### src/rtl/timestep_sequencer.sv
// Timestep counter for the control unit: one-hot step bus, end-of-instruction/load/stall
// handling, and saturating cycle/instruction performance counters. State updates on falling edge.
module timestep_sequencer #(
  parameter int unsigned STEP_W = 2,
  parameter int unsigned PERF_W = 16
) (
  input  logic                    CLKb,
  input  logic                    CLR,
  input  logic                    EN,
  input  logic                    LAST,
  input  logic                    LOAD,
  input  logic [STEP_W-1:0]       LD_VAL,
  output logic [STEP_W-1:0]       CNT,
  output logic [(2**STEP_W)-1:0]  T,
  output logic                    WRAP,
  output logic                    OVF,
  output logic [PERF_W-1:0]       CYCLES,
  output logic [PERF_W-1:0]       INSTRS
);

  logic [STEP_W-1:0] cnt_q, cnt_d;
  logic              wrap_q, wrap_d;
  logic              ovf_q, ovf_d;
  logic [PERF_W-1:0] cycles_q, cycles_d;
  logic [PERF_W-1:0] instrs_q, instrs_d;

  always_comb begin
    cnt_d    = cnt_q;
    wrap_d   = 1'b0;
    ovf_d    = ovf_q;
    cycles_d = cycles_q;
    instrs_d = instrs_q;
    if (EN) begin
      if (cycles_q != '1) cycles_d = cycles_q + PERF_W'(1);
      if (LOAD) begin
        cnt_d = LD_VAL;
      end else if (LAST) begin
        cnt_d  = '0;
        wrap_d = 1'b1;
        if (instrs_q != '1) instrs_d = instrs_q + PERF_W'(1);
      end else if (cnt_q == '1) begin
        // Ran off the end of the step range without an end-of-instruction marker.
        cnt_d  = '0;
        wrap_d = 1'b1;
        ovf_d  = 1'b1;
      end else begin
        cnt_d = cnt_q + STEP_W'(1);
      end
    end
  end

  always_ff @(negedge CLKb or posedge CLR) begin
    if (CLR) begin
      cnt_q    <= '0;
      wrap_q   <= 1'b0;
      ovf_q    <= 1'b0;
      cycles_q <= '0;
      instrs_q <= '0;
    end else begin
      cnt_q    <= cnt_d;
      wrap_q   <= wrap_d;
      ovf_q    <= ovf_d;
      cycles_q <= cycles_d;
      instrs_q <= instrs_d;
    end
  end

  always_comb begin
    T        = '0;
    T[cnt_q] = 1'b1;
  end

  assign CNT    = cnt_q;
  assign WRAP   = wrap_q;
  assign OVF    = ovf_q;
  assign CYCLES = cycles_q;
  assign INSTRS = instrs_q;

endmodule

### config.mk
export PLATFORM = sky130hd
export DESIGN_NAME = timestep_sequencer
export DESIGN_NICKNAME = d
export VERILOG_FILES = /design/src/rtl/timestep_sequencer.sv
export SDC_FILE = /design/constraint.sdc
export NUM_CORES = 1
export LEC_CHECK = 0
export CORE_MARGIN = 1.5
export CORE_UTILIZATION = 48
export CTS_CLUSTER_SIZE = 14
export DETAILED_ROUTE_END_ITERATION = 10
export GPL_TIMING_DRIVEN = 0
export HOLD_SLACK_MARGIN = 0.08
export PLACE_DENSITY = 0.79
export SETUP_SLACK_MARGIN = 0.05
export SYNTH_ARGS = -nofsm -noshare
export SYNTH_HDL_FRONTEND = slang
export SYNTH_SLANG_ARGS = --single-unit
export TNS_END_PERCENT = 10
### constraint.sdc
create_clock -name CLKb -period 2.3 [get_ports CLKb]
set_input_delay 0.23 -clock CLKb [delete_from_list [all_inputs] [get_ports CLKb]]
set_output_delay 0.23 -clock CLKb [all_outputs]
set_load 0.02 [all_outputs]
---- Word-level counts from Yosys, hierarchy flattened ----
Cells that the tools add are included.
storage, ports and cells
  word-level logic and storage cells ...... 28
  bits of input ports ..................... 7
  output and inout bits ................... 40
  flip-flop bits (word level) ............. 36
cells by class
  bitwise gates (word level) .............. 2
  magnitude comparators ................... 2
  add/sub/neg operators ................... 3
  reduce and logical (&&, ||, !) cells .... 4
  eq/ne operators ......................... 3
  multiplexer cells ....................... 9
operators with widths
  operator                 number
  $add A16 B1 Y16 const B  2
  $ne A16 B16 Y1 const B   2
  $reduce_and A4 Y1        2
  $mux W2                  3
  $mux W1                  5
  $lt A2 B3 Y1 const B     1
  $add A2 B1 Y2 const B    1
  $demux W1 S2             1
  $eq A2 B2 Y1 const B     1
  $ge A2 B1 Y1 const B     1
  $not A1 Y1               2
  $reduce_and A2 Y1        1
  $logic_and A1 B1 Y1      1

---- Depth between registers and ports, before layout ----
Gate-level depths: netlist (run 1).
  word-level depth ........................ 5
  gate-level depth with buffers ........... 5
  gate-level depth less buffers ........... 5

==> results.yml, run 1 <==
run_status:
  status: "finished with violations"
  violations: "negative setup slack"
synth:
  syn_area_per_cell_um2: 10.88
  synth_largest_area_cell: "dfrtn_1"
  netlist_area_um2: 1805
  yosysWarningCount: 0
  netlist.area_leader.share_pct: 49.90
  synthDistinctLibCells: 34
  synth-seq-area-share_pct: 49.90
  synthesis.instances: 166
  syn_nets: 179
  synth_seq_cells: 36
  post_synth_main_area_contributors: "dfrtn_1, xor2_1, xnor2_1"
place:
  gp_congestion: 0.7844
  place_area_um2: 2336
  pre_cts_ws_ns: -0.7642
  io_buffers: 46
  dp_cells: 260
  dpl.hpwl_um: 2873
worst_setup_path:
  ff2ff_path_depth: 4
  critPathBufInv: 2
  cp_num_cells: 3
  critical_path_class: "reg2out"
  crit_required_ns: 2.07
  cp_top_family: "flip-flops"
  crit_chain: "inv_2 > ha_4 > buf_6"
  critPathMaxStageDelay_ns: 0.49
  cp_slowest_cell: "dfrtn_1"
  worstPathArrival_ns: 2.31
  cp_max_fo: 4
  startpoint_type: "flop"
  cp-end-kind: "output pin"
die:
  dieArea_um2: 4138
  core-area_um2: 3633
  dieWidth_um: 64.33
  die_y_um: 64.33
  ioPinCount: 47
  start_util_pct: 49.69
  rows: 22
global_routing:
  grt_usage_pct: 24.07
  grt_max_degree: 37
  grt_antenna_before_repair: 0
  grt_pass1_wl_um: 7534
  first_global_vias: 1560
  grt_overflow: 0
routing:
  viasPerCell: 5.677
  vias: 1601
  drt_wl_total_um: 4627
  postRouteAntennaNets: 0
  wl_per_cell_um: 16.41
  drc_errors: 0
  dr.pass1.iters: 4
  drt-initial-drc-count: 57
min_path:
  hp-class: "reg2reg"
  holdPathStages: 1
clocking:
  clk_pin_slew_worst_paths_ns: 0.05
  cts_tree: "done"
  cts_root_buf: "clkbuf_8"
  hold_buffers: 0
  clk_latency_ns: 0.30
  cts_buffers: 5
  clockBufferDepth: 2
  htreeDepth: 2
  cts.sinks: 36
sta:
  layout_setup_ws_ns: -0.2431
  whs_ns: 0.4275
  finClkSkew_ns: 0.004927
  hold_viol_final: 0
  slew_violations: 0
  relSlewSlack_pct: 44.68
  rsz0062_at_grt: "true"
  worstMarginPinSlew_ns: 0.8237
  finalSetupViolCount: 29
finish:
  syn2layout_area_growth_pct: 52.81
  antenna-diode-count: 0
  fin_nets: 246
  final_cells: 282
  layout-drive-gt1-share_pct: 39.74
  fin_area_um2: 2759
flow_run:
  drv_cap: 0
power_and_ir_drop:
  powerDensity_nw_per_um2: 796.2
  peakVddDrop_mv: 0.3960
  p_leak_nw: 1.243
## placed cells by master, fill, tap and decap left out, types with 4 or more instances in the layout
cell type,instances
a21oi_1,4
xnor2_1,12
clkbuf_8,6
nand4_1,10
nand2_1,12
buf_6,40
nor2_1,9
nor3_1,4
and4_1,4
nor4_2,4
nand3_1,8
buf_4,14
xor2_1,14
nor4_4,5
dfrtn_1,36
## cell usage after synthesis (all sizes together)
cell type	count
nand2	13
nand4	12
a21oi	4
nor3b	2
buf	1
mux2	2
a31oi	2
ha	6
nor4bb	1
o311ai	1
nand3	10
nor3	6
dfrtn	36
and2	2
xor2	14
and3	3
or2	1
nand3b	1
a22oi	2
o211ai	1
xnor2	12
nor4	9
and3b	1
o21ai	1
inv	4
nand2b	2
and4	4
o21a	2
nor2	11
## stage by stage
step                setup TNS, ns  utilization, %  total power [mW]
finish                     -1.898           75.93             2.197
global route               -2.957           75.93             2.303
CTS                        -1.844           73.93             2.158
detailed placement         -49.06           64.29             1.605
global placement           -44.74           64.29             1.574
floorplan                 -0.1941               -             1.272
## what timing repair did
action	4_1_cts	5_1_grt
pin swaps	5	5
setup buffers	12	2
hold endpoints to repair	0	0
setup endpoints to repair	106	59
resized for setup	257	19
## cell families after synthesis
| group | after synthesis | synth area share (%) |
|---|---|---|
| xor+xnor | 26 | 12.61 |
| mux | 2 | 1.455 |
| simple gates | 78 | 25.71 |
| compound gates | 13 | 5.058 |
| flops | 36 | 49.90 |
| buf+inv | 5 | 1.108 |
| fa+ha+maj | 6 | 4.158 |
## state kept, by name, indices dropped and copies added (netlist names)
signal / cells
CYCLES: 16
WRAP: 1
INSTRS: 16
CNT: 2
OVF: 1
## cell type report
class,count,area (um^2)
inverters,4,18.77
repair buffers,60,615.6
clock buffers,8,90.09
plain buffers,1,15.01
multi-input cells,125,1059
flip-flops and latches,36,900.9
well taps,48,60.06
fillers,262,874.6
## per-layer routing
layer  vias up  routed length (um)  global-route usage (%)
li1        734                   -                       -
met4         0                  99                   8.777
met5         -                   0                       0
met3        15                 282                   7.218
met1       791                1828                   28.13
met2        61                2416                   41.67
## path summary, 6_finish.rpt
| kind | from | endpoint | slack, ns |
|---|---|---|---|
| min | OVF | OVF | 0.43 |
| min reg2reg | OVF | OVF | 0.43 |
| max reg2reg | INSTRS[5] | INSTRS[1] | 0.03 |
| max in group asynchronous | CLR | INSTRS[10] | 0.39 |
| max | CNT[1] | T[0] | -0.24 |
| min in group asynchronous | CLR | CNT[0] | 1.44 |
## power breakdown
group	total (mW)	switching, mW	internal (mW)
Clock	0.467	0.223	0.244
Combinational	0.798	0.390	0.407
Sequential	0.932	0.171	0.761
(Power assumes the default switching activity.)
==> run 2, diff against run 1 <==
Settings changed: PLACE_DENSITY 0.79 to 0.87.
==> run 2 against run 1 <==
Effect of this change:
- the run still ends with negative setup slack left
- count of clock-buffer cells in the layout did not move
- largest cell class unchanged
- critical path type unchanged
- worst hold slack got worse by 0.0033 ns
- register-to-register slack improved by 0.19 ns
==> results.yml, run 2 (synthesized netlist as in run 1, its figures left out) <==
worst_setup_path:
  crit_required_ns: 2.07
  cp-end-kind: "output pin"
  cp_max_fo: 5
  startpoint_type: "flop"
  cp_slowest_cell: "dfrtn_1"
  critPathBufInv: 2
  worstPathArrival_ns: 2.32
  cp_top_family: "flip-flops"
  critPathMaxStageDelay_ns: 0.49
  crit_chain: "inv_2 > ha_4 > buf_6"
  critical_path_class: "reg2out"
die:
  core-area_um2: 3633
  die_y_um: 64.33
  rows: 22
  dieArea_um2: 4138
  ioPinCount: 47
  dieWidth_um: 64.33
  start_util_pct: 49.69
global_routing:
  grt_pass1_wl_um: 7265
  grt_max_degree: 37
  grt_antenna_before_repair: 0
  grt_overflow: 0
  first_global_vias: 1511
  grt_usage_pct: 22.85
power_and_ir_drop:
  powerDensity_nw_per_um2: 783.3
  p_clk_share_pct: 21.1
  peakVddDrop_mv: 0.6408
  pwr-share-comb_pct: 34.7
  p_leak_nw: 1.235
  intPower_mw: 1.380
  seqPwrFrac_pct: 44.1
  finalPower_mw: 2.142
  sw_frac_of_total_pct: 35.54
  p_switching_mw: 0.7612
sta:
  slew_violations: 0
  whs_ns: 0.4242
  hold_viol_final: 0
  relSlewSlack_pct: 50.56
  finClkSkew_ns: 0.004197
  finalSetupViolCount: 26
  rsz0062_at_grt: "true"
  worstMarginPinSlew_ns: 0.7400
  layout_setup_ws_ns: -0.2462
routing:
  drt_wl_total_um: 4461
  wl_per_cell_um: 15.71
  postRouteAntennaNets: 0
  viasPerCell: 5.468
  dr.pass1.iters: 4
  vias: 1553
  drc_errors: 0
  drt-initial-drc-count: 63
flow_run:
  drv_cap: 0
place:
  gp_congestion: 0.8091
  io_buffers: 46
  pre_cts_ws_ns: -0.7883
  dpl.hpwl_um: 2601
  place_area_um2: 2336
run_status:
  status: "finished with violations"
  violations: "negative setup slack"
finish:
  layout-drive-gt1-share_pct: 39.83
  fin_util_pct: 75.24
  final_cell_mix: "dfrtn_1, buf_6, buf_4"
  antenna-diode-count: 0
  final_common_cell: "dfrtn_1"
  syn2layout_area_growth_pct: 51.42
  fin_area_um2: 2734
  fin_nets: 248
clocking:
  cts_root_buf: "clkbuf_8"
  cts_tree: "done"
  clockBufferDepth: 2
  cts.sinks: 36
  cts_buffers: 5
  htreeDepth: 2
  clk_latency_ns: 0.29
  hold_buffers: 0
  clk_pin_slew_worst_paths_ns: 0.05
min_path:
  hp-class: "reg2reg"
==> run 2: what timing repair did <==
action,in CTS,in global routing
setup buffers,10,6
endpoints found under the setup margin,107,60
resized for setup,253,17
pin swaps,2,5
cloned,0,0
==> run 2: power groups by stage <==
stage          clock network, mW  registers [mW]  logic [mW]
3_5_place_dp                   0           0.932       0.666
5_1_grt                    0.504           0.969       0.796
3_3_place_gp                   0           0.928       0.652
4_1_cts                    0.462           0.937       0.717
6_report                   0.453           0.945       0.744
2_1_floorplan                  0            1.04       0.228
==> run 2: worst register-to-register path: cells and delay by family (launching register included) <==
family	cells	cell delay, ns
muxes	1	0.34
DFF	1	0.52
and+or+nand+nor	3	1.07
==> run 2: metal layers <==
layer,GRT usage [%],vias to the layer above,share of wire (%)
met1,30.76,768,45
met3,4.225,2,4.2
met4,7.447,0,0.43
met2,37.37,42,50
li1,-,741,-
met5,0,-,0
==> run 2: worst paths after layout <==
kind	from	cells after the start	slack (ns)	endpoint
max	CNT[0]	3	-0.25	T[2]
min	OVF	1	0.42	OVF
max reg2reg	CYCLES[2]	4	0.22	CYCLES[1]
min reg2reg	OVF	1	0.42	OVF
max in group asynchronous	CLR	2	0.40	CYCLES[4]
min in group asynchronous	CLR	2	1.44	INSTRS[4]
==> run 2: stage by stage <==
step	setup TNS [ns]	cells
after floorplan	-0.1941	166
after global placement	-46.28	260
after detailed placement	-46.68	260
after CTS	-1.798	278
after global routing	-2.990	284
final	-1.873	284
==> run 2: final cells by class <==
type                    count  area, um^2
plain buffers               1       15.01
fillers                   229       899.6
well taps                  48       60.06
inverters                   4       18.77
clock buffers               8       90.09
multi-input cells         125        1041
flip-flops and latches     36       900.9
repair buffers             62       608.1
